`config.mk`:
```
export PLATFORM = sky130hd
export DESIGN_NAME = led_pwm_monitor_flat
export DESIGN_NICKNAME = d
export VERILOG_FILES = /design/src/rtl/led_pwm_monitor_if.sv /design/src/rtl/led_pwm_monitor.sv /design/src/flat_wrapper.sv
export SDC_FILE = /design/constraint.sdc
export NUM_CORES = 1
export LEC_CHECK = 0
export BUFFER_PORTS_ARGS = -buffer_cell sky130_fd_sc_hd__clkbuf_2
export CELL_PAD_IN_SITES_DETAIL_PLACEMENT = 0
export CELL_PAD_IN_SITES_GLOBAL_PLACEMENT = 1
export CORE_ASPECT_RATIO = 1.2
export CORE_UTILIZATION = 42
export DETAILED_ROUTE_END_ITERATION = 6
export PLACE_DENSITY = 0.8
export SKIP_CTS_REPAIR_TIMING = 1
export SLEW_MARGIN = 20
export SYNTH_ARGS = -nofsm -noshare
export SYNTH_HDL_FRONTEND = slang
export SYNTH_SLANG_ARGS = --single-unit
export TNS_END_PERCENT = 20
```
`constraint.sdc`:
```
create_clock -name i_clk -period 13.6 [get_ports i_clk]
set_clock_uncertainty 0.1 [all_clocks]
set_input_delay 1.36 -clock i_clk [delete_from_list [all_inputs] [get_ports i_clk]]
set_output_delay 1.36 -clock i_clk [all_outputs]
set_load 0.02 [all_outputs]
```
`src/rtl/led_pwm_monitor_if.sv`:
```
// led_pwm_monitor_if
//   Result bundle of the LED PWM monitor, N channels wide.
//   o_lumin_value : recovered 8-bit value, channel k at [8k+7:8k]
//   o_valid       : per-channel update strobe
//   o_period_err  : last closed period was outside nominal +/- tolerance
//   o_stuck_high  : line held high for two nominal periods
//   o_stuck_low   : line held low for two nominal periods
//   dbg_state     : per-channel FSM state, channel k at [2k+1:2k]
//
//   Handshake: o_valid[k] is a single-cycle strobe with no ready/back-pressure.
//   o_lumin_value[k] changes only in the cycle o_valid[k] is high and is stable
//   otherwise; a consumer that wants the value must capture it on that strobe.
interface led_pwm_monitor_if #(
    parameter int N = 4
);
    logic [8*N-1:0] o_lumin_value;
    logic [N-1:0]   o_valid;
    logic [N-1:0]   o_period_err;
    logic [N-1:0]   o_stuck_high;
    logic [N-1:0]   o_stuck_low;
    logic [2*N-1:0] dbg_state;

    modport master (
        output o_lumin_value, o_valid, o_period_err, o_stuck_high, o_stuck_low, dbg_state
    );
    modport slave (
        input o_lumin_value, o_valid, o_period_err, o_stuck_high, o_stuck_low, dbg_state
    );
endinterface

```
`src/rtl/led_pwm_monitor.sv`:
```
// led_pwm_monitor
//   Receive-side monitor for the LED PWM drive path. For each line it measures
//   the high time of every PWM period, converts it back into the 8-bit value the
//   driver was given, and flags periods of the wrong length and stuck lines.
// Ports
//   i_clk  : system clock
//   i_srst : asynchronous active-high reset, released synchronously upstream
//   i_pwm  : PWM lines, asynchronous to i_clk
//   mon    : result bundle (values, strobes, fault flags, FSM state)
module led_pwm_monitor #(
    parameter int parm_channel_count           = 4,
    parameter int parm_FCLK                    = 40_000_000,
    parameter int parm_pwm_period_milliseconds = 10,
    parameter int parm_max_duty_tenths         = 9
) (
    input  logic                          i_clk,
    input  logic                          i_srst,
    input  logic [parm_channel_count-1:0] i_pwm,
    led_pwm_monitor_if.master             mon
);
    localparam int N        = parm_channel_count;
    localparam int C_PERIOD = parm_FCLK / 1000 * parm_pwm_period_milliseconds;
    localparam int C_RATIO  = (C_PERIOD / 10 * parm_max_duty_tenths) / 256;
    localparam int C_TOL    = C_PERIOD / 64;
    localparam int CW_MIN   = $clog2(2 * C_PERIOD + 1);
    localparam int CW       = (CW_MIN > 21) ? CW_MIN : 21;
    localparam int PW       = (C_RATIO > 2) ? $clog2(C_RATIO) : 1;

    localparam logic [CW-1:0] P_MIN     = CW'(C_PERIOD - C_TOL);
    localparam logic [CW-1:0] P_MAX     = CW'(C_PERIOD + C_TOL);
    localparam logic [CW-1:0] STUCK_CNT = CW'(2 * C_PERIOD);
    localparam logic [CW-1:0] CNT_ONE   = CW'(1);
    localparam logic [PW-1:0] PRE_INIT  = PW'(C_RATIO / 2);
    localparam logic [PW-1:0] PRE_TOP   = PW'(C_RATIO - 1);

    typedef enum logic [1:0] {S_IDLE, S_HIGH, S_LOW, S_STUCK} state_t;

    // Two-flop synchronizer plus one edge-detect stage per line.
    logic [N-1:0] sync1, sync2, prev;
    logic [N-1:0] rise, fall;

    always_ff @(posedge i_clk or posedge i_srst) begin
        if (i_srst) begin
            sync1 <= '0;
            sync2 <= '0;
            prev  <= '0;
        end else begin
            sync1 <= i_pwm;
            sync2 <= sync1;
            prev  <= sync2;
        end
    end

    assign rise = sync2 & ~prev;
    assign fall = ~sync2 & prev;

    for (genvar g = 0; g < N; g++) begin : g_ch
        state_t        state_q, state_d;
        logic [CW-1:0] cnt_q, cnt_d;
        logic [PW-1:0] pre_q, pre_d;
        logic [7:0]    acc_q, acc_d;
        logic          lvl_q, lvl_d;    // line level when the stuck state was entered
        logic          skip_q, skip_d;  // current period must not be published
        logic [7:0]    val_q, val_d;
        logic          vld_q, vld_d;
        logic          perr_q, perr_d;
        logic          sh_q, sh_d;
        logic          sl_q, sl_d;

        // High-time accumulation: prescale starts at half a step so acc rounds
        // to nearest instead of truncating.
        logic          pre_wrap;
        logic [PW-1:0] pre_next;
        logic [7:0]    acc_next;
        logic          in_range;

        assign pre_wrap = (pre_q == PRE_TOP);
        assign pre_next = pre_wrap ? '0 : pre_q + 1'b1;
        assign acc_next = (pre_wrap && acc_q != 8'hFF) ? acc_q + 8'd1 : acc_q;
        assign in_range = (cnt_q >= P_MIN) && (cnt_q <= P_MAX);

        always_ff @(posedge i_clk or posedge i_srst) begin
            if (i_srst) begin
                state_q <= S_IDLE;
                cnt_q   <= '0;
                pre_q   <= '0;
                acc_q   <= '0;
                lvl_q   <= 1'b0;
                skip_q  <= 1'b0;
                val_q   <= '0;
                vld_q   <= 1'b0;
                perr_q  <= 1'b0;
                sh_q    <= 1'b0;
                sl_q    <= 1'b0;
            end else begin
                state_q <= state_d;
                cnt_q   <= cnt_d;
                pre_q   <= pre_d;
                acc_q   <= acc_d;
                lvl_q   <= lvl_d;
                skip_q  <= skip_d;
                val_q   <= val_d;
                vld_q   <= vld_d;
                perr_q  <= perr_d;
                sh_q    <= sh_d;
                sl_q    <= sl_d;
            end
        end

        always_comb begin
            state_d = state_q;
            cnt_d   = cnt_q;
            pre_d   = pre_q;
            acc_d   = acc_q;
            lvl_d   = lvl_q;
            skip_d  = skip_q;
            val_d   = val_q;
            vld_d   = 1'b0;
            perr_d  = perr_q;
            sh_d    = sh_q;
            sl_d    = sl_q;

            unique case (state_q)
                S_IDLE: begin
                    if (rise[g]) begin
                        state_d = S_HIGH;
                        cnt_d   = CNT_ONE;
                        pre_d   = PRE_INIT;
                        acc_d   = '0;
                        skip_d  = 1'b0;
                    end
                end
                S_HIGH: begin
                    if (fall[g]) begin
                        // The fall-detect clock still counts as high time: it
                        // stands in for the rise-detect clock, which did not.
                        state_d = S_LOW;
                        cnt_d   = cnt_q + 1'b1;
                        pre_d   = pre_next;
                        acc_d   = acc_next;
                    end else if (cnt_q >= STUCK_CNT) begin
                        state_d = S_STUCK;
                        lvl_d   = 1'b1;
                        sh_d    = 1'b1;
                        val_d   = 8'hFF;
                        vld_d   = 1'b1;
                    end else begin
                        cnt_d   = cnt_q + 1'b1;
                        pre_d   = pre_next;
                        acc_d   = acc_next;
                    end
                end
                S_LOW: begin
                    if (rise[g]) begin
                        // cnt_q holds the full period length at this point.
                        if (!skip_q) begin
                            if (in_range) begin
                                val_d  = acc_q;
                                vld_d  = 1'b1;
                                perr_d = 1'b0;
                                sh_d   = 1'b0;
                                sl_d   = 1'b0;
                            end else begin
                                perr_d = 1'b1;
                            end
                        end
                        state_d = S_HIGH;
                        cnt_d   = CNT_ONE;
                        pre_d   = PRE_INIT;
                        acc_d   = '0;
                        skip_d  = 1'b0;
                    end else if (cnt_q >= STUCK_CNT) begin
                        state_d = S_STUCK;
                        lvl_d   = 1'b0;
                        sl_d    = 1'b1;
                        val_d   = 8'h00;
                        vld_d   = 1'b1;
                    end else begin
                        cnt_d   = cnt_q + 1'b1;
                    end
                end
                S_STUCK: begin
                    if (!lvl_q && rise[g]) begin
                        state_d = S_HIGH;
                        cnt_d   = CNT_ONE;
                        pre_d   = PRE_INIT;
                        acc_d   = '0;
                        skip_d  = 1'b0;
                    end else if (lvl_q && fall[g]) begin
                        // The period started by this fall has no measured high
                        // phase, so it is closed but never published.
                        state_d = S_LOW;
                        cnt_d   = CNT_ONE;
                        pre_d   = '0;
                        acc_d   = '0;
                        skip_d  = 1'b1;
                    end
                end
                default: state_d = S_IDLE;
            endcase
        end

        assign mon.o_lumin_value[8*g +: 8] = val_q;
        assign mon.o_valid[g]              = vld_q;
        assign mon.o_period_err[g]         = perr_q;
        assign mon.o_stuck_high[g]         = sh_q;
        assign mon.o_stuck_low[g]          = sl_q;
        assign mon.dbg_state[2*g +: 2]     = state_q;
    end
endmodule

```
`src/flat_wrapper.sv`:
```
// flat-port wrapper written by rule: the top's interface ports become plain ports
module led_pwm_monitor_flat 
#(
    parameter int parm_channel_count           = 4,
    parameter int parm_FCLK                    = 40_000_000,
    parameter int parm_pwm_period_milliseconds = 10,
    parameter int parm_max_duty_tenths         = 9
)
  (i_clk, i_srst, i_pwm, mon_o_lumin_value, mon_o_valid, mon_o_period_err, mon_o_stuck_high, mon_o_stuck_low, mon_dbg_state);
  led_pwm_monitor_if #(.N((4))) mon_i ();
  input  logic i_clk;
  input  logic i_srst;
  input  logic [parm_channel_count-1:0] i_pwm;
  output wire logic [$bits(mon_i.o_lumin_value)-1:0] mon_o_lumin_value;
  output wire logic [$bits(mon_i.o_valid)-1:0] mon_o_valid;
  output wire logic [$bits(mon_i.o_period_err)-1:0] mon_o_period_err;
  output wire logic [$bits(mon_i.o_stuck_high)-1:0] mon_o_stuck_high;
  output wire logic [$bits(mon_i.o_stuck_low)-1:0] mon_o_stuck_low;
  output wire logic [$bits(mon_i.dbg_state)-1:0] mon_dbg_state;
  assign mon_o_lumin_value = mon_i.o_lumin_value;
  assign mon_o_valid = mon_i.o_valid;
  assign mon_o_period_err = mon_i.o_period_err;
  assign mon_o_stuck_high = mon_i.o_stuck_high;
  assign mon_o_stuck_low = mon_i.o_stuck_low;
  assign mon_dbg_state = mon_i.dbg_state;
  led_pwm_monitor #(.parm_channel_count(parm_channel_count), .parm_FCLK(parm_FCLK), .parm_pwm_period_milliseconds(parm_pwm_period_milliseconds), .parm_max_duty_tenths(parm_max_duty_tenths)) u_core (.i_clk(i_clk), .i_srst(i_srst), .i_pwm(i_pwm), .mon(mon_i));
endmodule
```
# Yosys cells after proc, flatten, opt, wreduce, memory -nomap -nowiden
# Index checks and enable logic that the tools add are counted.
# word_totals
reg_bits,236
latch_bits,0
ramBits,0
mem_bits_ro,0
input_bits,6
output_inout_bits,56
elab_cells,459
mem_count,0
# op_classes
addsub,12
multipliers,0
div_mod_pow,0
n_lt_le_gt_ge,12
eq_ne,84
shifts,0
n_mux,224
n_bitwise,8
reduce_logical,72
# op_table
cell,n
$mux W21,24
$mux W8,48
$pmux W21 S4,4
$mux W11,24
$pmux W11 S3,4
$pmux W8 S3,4
$add A21 B1 Y21 const B,4
$ge A21 B19 Y1 const B,4
$ge A21 B20 Y1 const B,4
$le A21 B19 Y1 const B,4
$mux W1,68
$pmux W8 S2,4
$mux W2,24
$ne A2 B1 Y1 const B,24
$reduce_and A6 Y1,8
$add A11 B1 Y11 const B,4
$eq A11 B11 Y1 const B,4
$ne A2 B2 Y1 const B,20
$reduce_and A3 Y1,12
$add A8 B1 Y8 const B,4
$ne A8 B8 Y1 const B,4
$pmux W1 S2,16
$pmux W2 S4,4
$ne A3 B1 Y1 const B,8
other kinds (15),84

# Logic depth before layout (Yosys ltp)
# depth
word_depth,6
ltp_mapped,10
ltp_nobuf,8

# Least setup slack after synthesis
# OpenSTA, ideal clock, no wires.
# synth_timing
kind,register -> register
from,register u_core.g_ch[1].state_q[0]
to,register u_core.g_ch[1].acc_q[7]
setup_time_ns,0.079
arrival_ns,2.477
required_ns,13.421
path_slack_ns,10.944
stages_incl_launch_ff,9
path_buffers,0
synth_period_minus_slack_ns,2.656
cell_sequence,dfrtp_1 -> inv_1 -> ha_1 -> nor4bb_1 -> a211oi_1 -> a311oi_1 -> o21ai_1 -> or4_1 -> a21oi_1
# synth_between
elab_chain_cells,4
word_cells_on_any_way,10
classes_between,eq/ne: 6; mux: 1; reduce/logical: 3
# synth_rtl
element,line,rtl
"start, declared",led_pwm_monitor.sv:58,"state_t state_q, state_d;"
"start signal, assigned",led_pwm_monitor.sv:96,state_q <= state_d;
$eq A2 B2 Y1 / $logic_not A2 Y1 (equally long branches),led_pwm_monitor.sv:123,unique case (state_q)
$reduce_or A2 Y1 (no source line),-,
$ne A2 B1 Y1 (no source line),-,
$reduce_and A3 Y1 (no source line),-,
"end signal, assigned",led_pwm_monitor.sv:87,acc_q <= '0;
"end signal, assigned",led_pwm_monitor.sv:99,acc_q <= acc_d;
"end, declared",led_pwm_monitor.sv:61,"logic [7:0] acc_q, acc_d;"
# Parallel ways exist; a longest one is shown, timed or not.
# A chain may end at the register's enable or synchronous reset.

# Worst setup path after layout
# layout_timing
from,register u_core.g_ch[2].state_q[0]
to,register u_core.g_ch[2].acc_q[0]
# layout_between
elab_chain_cells,4
word_cells_on_any_way,10
classes_between,eq/ne: 6; mux: 1; reduce/logical: 3
# layout_rtl
element,line
"start, declared",led_pwm_monitor.sv:58
"start signal, assigned",led_pwm_monitor.sv:96
$eq A2 B2 Y1 / $logic_not A2 Y1 (equally long branches),led_pwm_monitor.sv:123
$reduce_or A2 Y1 (no source line),-
$ne A2 B1 Y1 (no source line),-
$reduce_and A3 Y1 (no source line),-
"end signal, assigned",led_pwm_monitor.sv:87
"end signal, assigned",led_pwm_monitor.sv:99
"end, declared",led_pwm_monitor.sv:61
# Parallel ways exist; a longest one is shown, timed or not.

==> flow_summary.yaml <==
run_status:
  run_status: "finished, final reports clean"
finish:
  finalNetCount: 1738
  finish.cell_count_without_fillers: 2173
  ant_diodes: 0
  drive_gt1_share_pct: 10.5
  layout-area-overhead-vs-synth_pct: 11.2
  postLayoutCellArea_um2: 16100
pwr:
  power_report.internal_total_mw: 1.76
  peak_supply_drop_mv: 0.110
  net-switching-power_mw: 1.27
  leak_nw: 6.60
  power_frac_comb_pct: 40.8
  p_per_area_nw_per_um2: 189
  power.share.clock_pct: 27.4
  switching_share_pct: 41.9
  power.sequential.fraction_pct: 31.8
worst_setup_path:
  crit_path_start_kind: "flip-flop"
  worst_ep_arrival_time_ns: 3.52
  worst_path_required_ns: 13.94
  critical_path_class: "flip-flop to flip-flop"
  cp_max_fo: 18
  critical_path.endpoint_type: "flip-flop"
grt:
  grt_overflow_total: 0
  groute.layer.met1.usage_pct: 30.7
  grt_first_pass_wirelength_um: 65500
  globalRouteMet3Util_pct: 2.56
  grt-busiest-layer: "met2"
  globalRouteMet2Util_pct: 37.4
  gr-usage-all-layers_pct: 22.5
  number_of_global_route_vias_before_repair: 12800
  antenna_found_initial: 0
  grt_max_degree: 101
sta:
  setup_repair_after_global_routing_missed_its_margin: "false"
  finalWorstSetupSlack_ns: 10.42
  finalCriticalPeriod_ns: 3.18
  worst_pin_slew_ns: 1.12
  smallest_hold_slack_ns: 0.248
  finalHoldViolations: 0
  timing.setup.tns_ns: 0
  timing_max_transition_violations_final: 0
  slew_headroom_pct: 25.3
  max_freq_mhz: 315
  report.final.setup_viol: 0
  layout_worst_path_cycle_share_pct: 23.4
routing:
  routed_wl_um: 38700
  vias_cell: 6.07
  route.detailed.wl_per_inst_um: 17.8
  firstDrtPassIters: 5
  antenna_left: 0
  route.vias.total: 13200
  initialDrtViolationCount: 994
  remaining_drc_errors: 0
clock_tree:
  tritoncts.num_buffers: 28
  clock_tree_from_tritoncts: "built"
  clk_pin_slew_ns: 0.06
  ctsLongestPathBuffers: 3
  insertion_delay_ns: 0.55
  cts_root_buf: "sky130_fd_sc_hd__clkbuf_16"
  cts_num_sinks: 236
  htree_levels: 1
synth:
  mappedNetlistNets: 1732
  netlist.area_leader.share_pct: 40.9
  total_of_flip_flops_plus_latches_after_synthesis: 236
  cells_after_synthesis: 1690
  synth.avg_cell_area_um2: 8.55
  synth.top_cells.by_area: "sky130_fd_sc_hd__dfrtp_1 41%, sky130_fd_sc_hd__o21ai_0 5.6%, sky130_fd_sc_hd__a21oi_1 4.1%"
  synth_flop_cell: "sky130_fd_sc_hd__dfrtp_1"
  cell_type_contributing_the_most_total_cell_area_after_synthesis: "sky130_fd_sc_hd__dfrtp_1"
  synth.cell_area_um2: 14500
  number_of_warnings_printed_during_yosys_synthesis: 0
  ys_seq_area_share_pct: 40.9
  post_synth_num_cell_types: 89
  async_reset_ff_share_pct: 100
  synth-edff-count: 0
  synth.top_cells.by_count: "236 x sky130_fd_sc_hd__dfrtp_1, 163 x sky130_fd_sc_hd__o21ai_0, 144 x sky130_fd_sc_hd__nand2_1"
  post-synth-top-count-cell: "sky130_fd_sc_hd__dfrtp_1"
placement:
  place_worst_setup_slack_ns: 10.45
  area_after_dpl_um2: 15000
  buffer_ports.inserted: 61
  gp_congestion: 0.855
  placed_cells: 2122
  detailedPlacementHpwl_um: 26600
die:
  ioPinCount: 62
  floorplan.die_area_um2: 35200
  die_height_um: 205
  initial_utilization_pct: 42.5
  horiz_die_dim_um: 171
  fp-row-count: 74
  core_region_area_um2: 34000
hold_path:
  hold_path.class: "flip-flop to flip-flop"
job:
  maxCapViolCount: 0
final cells by class:
cell class,instances,area [µm²]
clock buffer,40,847
clock inverter,11,186
fill,3307,17900
inverter,73,282
multi-input combinational,1282,7860
sequential,236,5910
tap,456,571
timing repair buffer,75,410
worst max-delay path, stage by stage (launching register included):
cell and delay [ns]:
sky130_fd_sc_hd__dfrtp_1 0.42, sky130_fd_sc_hd__inv_1 0.11, sky130_fd_sc_hd__ha_1 0.55, sky130_fd_sc_hd__nor2_1 0.19
sky130_fd_sc_hd__o21ba_2 0.23, sky130_fd_sc_hd__a311oi_1 0.68, sky130_fd_sc_hd__nor2_1 0.26, sky130_fd_sc_hd__and3_1 0.25
sky130_fd_sc_hd__mux2_2 0.27
cells by family (layout without fill, tap and decap cells):
kind of cell	count (synthesis)	after routing	share of synthesized area, %
simple gates	640	640	23.0
compound gates	590	590	26.9
flops	236	236	40.9
buf+inv	172	199	5.00
fa+ha+maj	36	36	3.12
mux	10	10	0.736
xor+xnor	6	6	0.364
flip-flops by register name (all words and copies together), names as in the netlist, 8 cells and up:
signal,flops
u_core.g_ch.acc_q,32
u_core.g_ch.cnt_q,84
u_core.g_ch.pre_q,44
u_core.g_ch.state_q,8
u_core.g_ch.val_q,32
worst paths after layout:
check	to	slack [ns]	startpoint	depth (start not counted)
min in group asynchronous	u_core.g_ch[1].cnt_q[3]	0.79	i_srst	2
worst max-delay path	u_core.g_ch[2].acc_q[0]	10.42	u_core.g_ch[2].state_q[0]	8
worst min register to register	u_core.sync2[3]	0.25	u_core.sync1[3]	0
max in group asynchronous	u_core.g_ch[0].state_q[0]	11.12	i_srst	3
worst max register to register	u_core.g_ch[2].acc_q[0]	10.42	u_core.g_ch[2].state_q[0]	8
worst min-delay path	u_core.sync2[3]	0.25	u_core.sync1[3]	0
power by group through the flow:
| stage | clock, mW | sequential (mW) | combinational (mW) |
|---|---|---|---|
| floorplan | 0 | 0.966 | 0.879 |
| global placement | 0 | 0.970 | 1.20 |
| detailed placement | 0 | 0.973 | 1.22 |
| CTS | 0.850 | 0.963 | 1.23 |
| global route | 0.884 | 0.984 | 1.38 |
| finish | 0.830 | 0.963 | 1.24 |
metal layers:
layer  wire (µm)  vias to the layer above
met2       18700                      260
met4         826                        0
met1       17800                     6513
li1            -                     6352
met3        1400                       69
met5           0                        -
cells in the final DEF, fill, tap and decap left out, drive strengths merged, types with 32 or more instances in the layout:
cell,n
a21oi,118
a31oi,53
and3,40
clkbuf,101
dfrtp,236
ha,36
inv,74
nand2,145
nand3,80
nor2,128
nor3,48
o211ai,36
o21ai,167
o31ai,32
stage by stage:
step	util, %	total power, mW
global placement	44.2	2.17
floorplan	-	1.84
finish	47.3	3.03
global route	47.3	3.25
detailed placement	44.2	2.20
CTS	47.3	3.04
No activity file was read; power rests on OpenSTA's default activity.
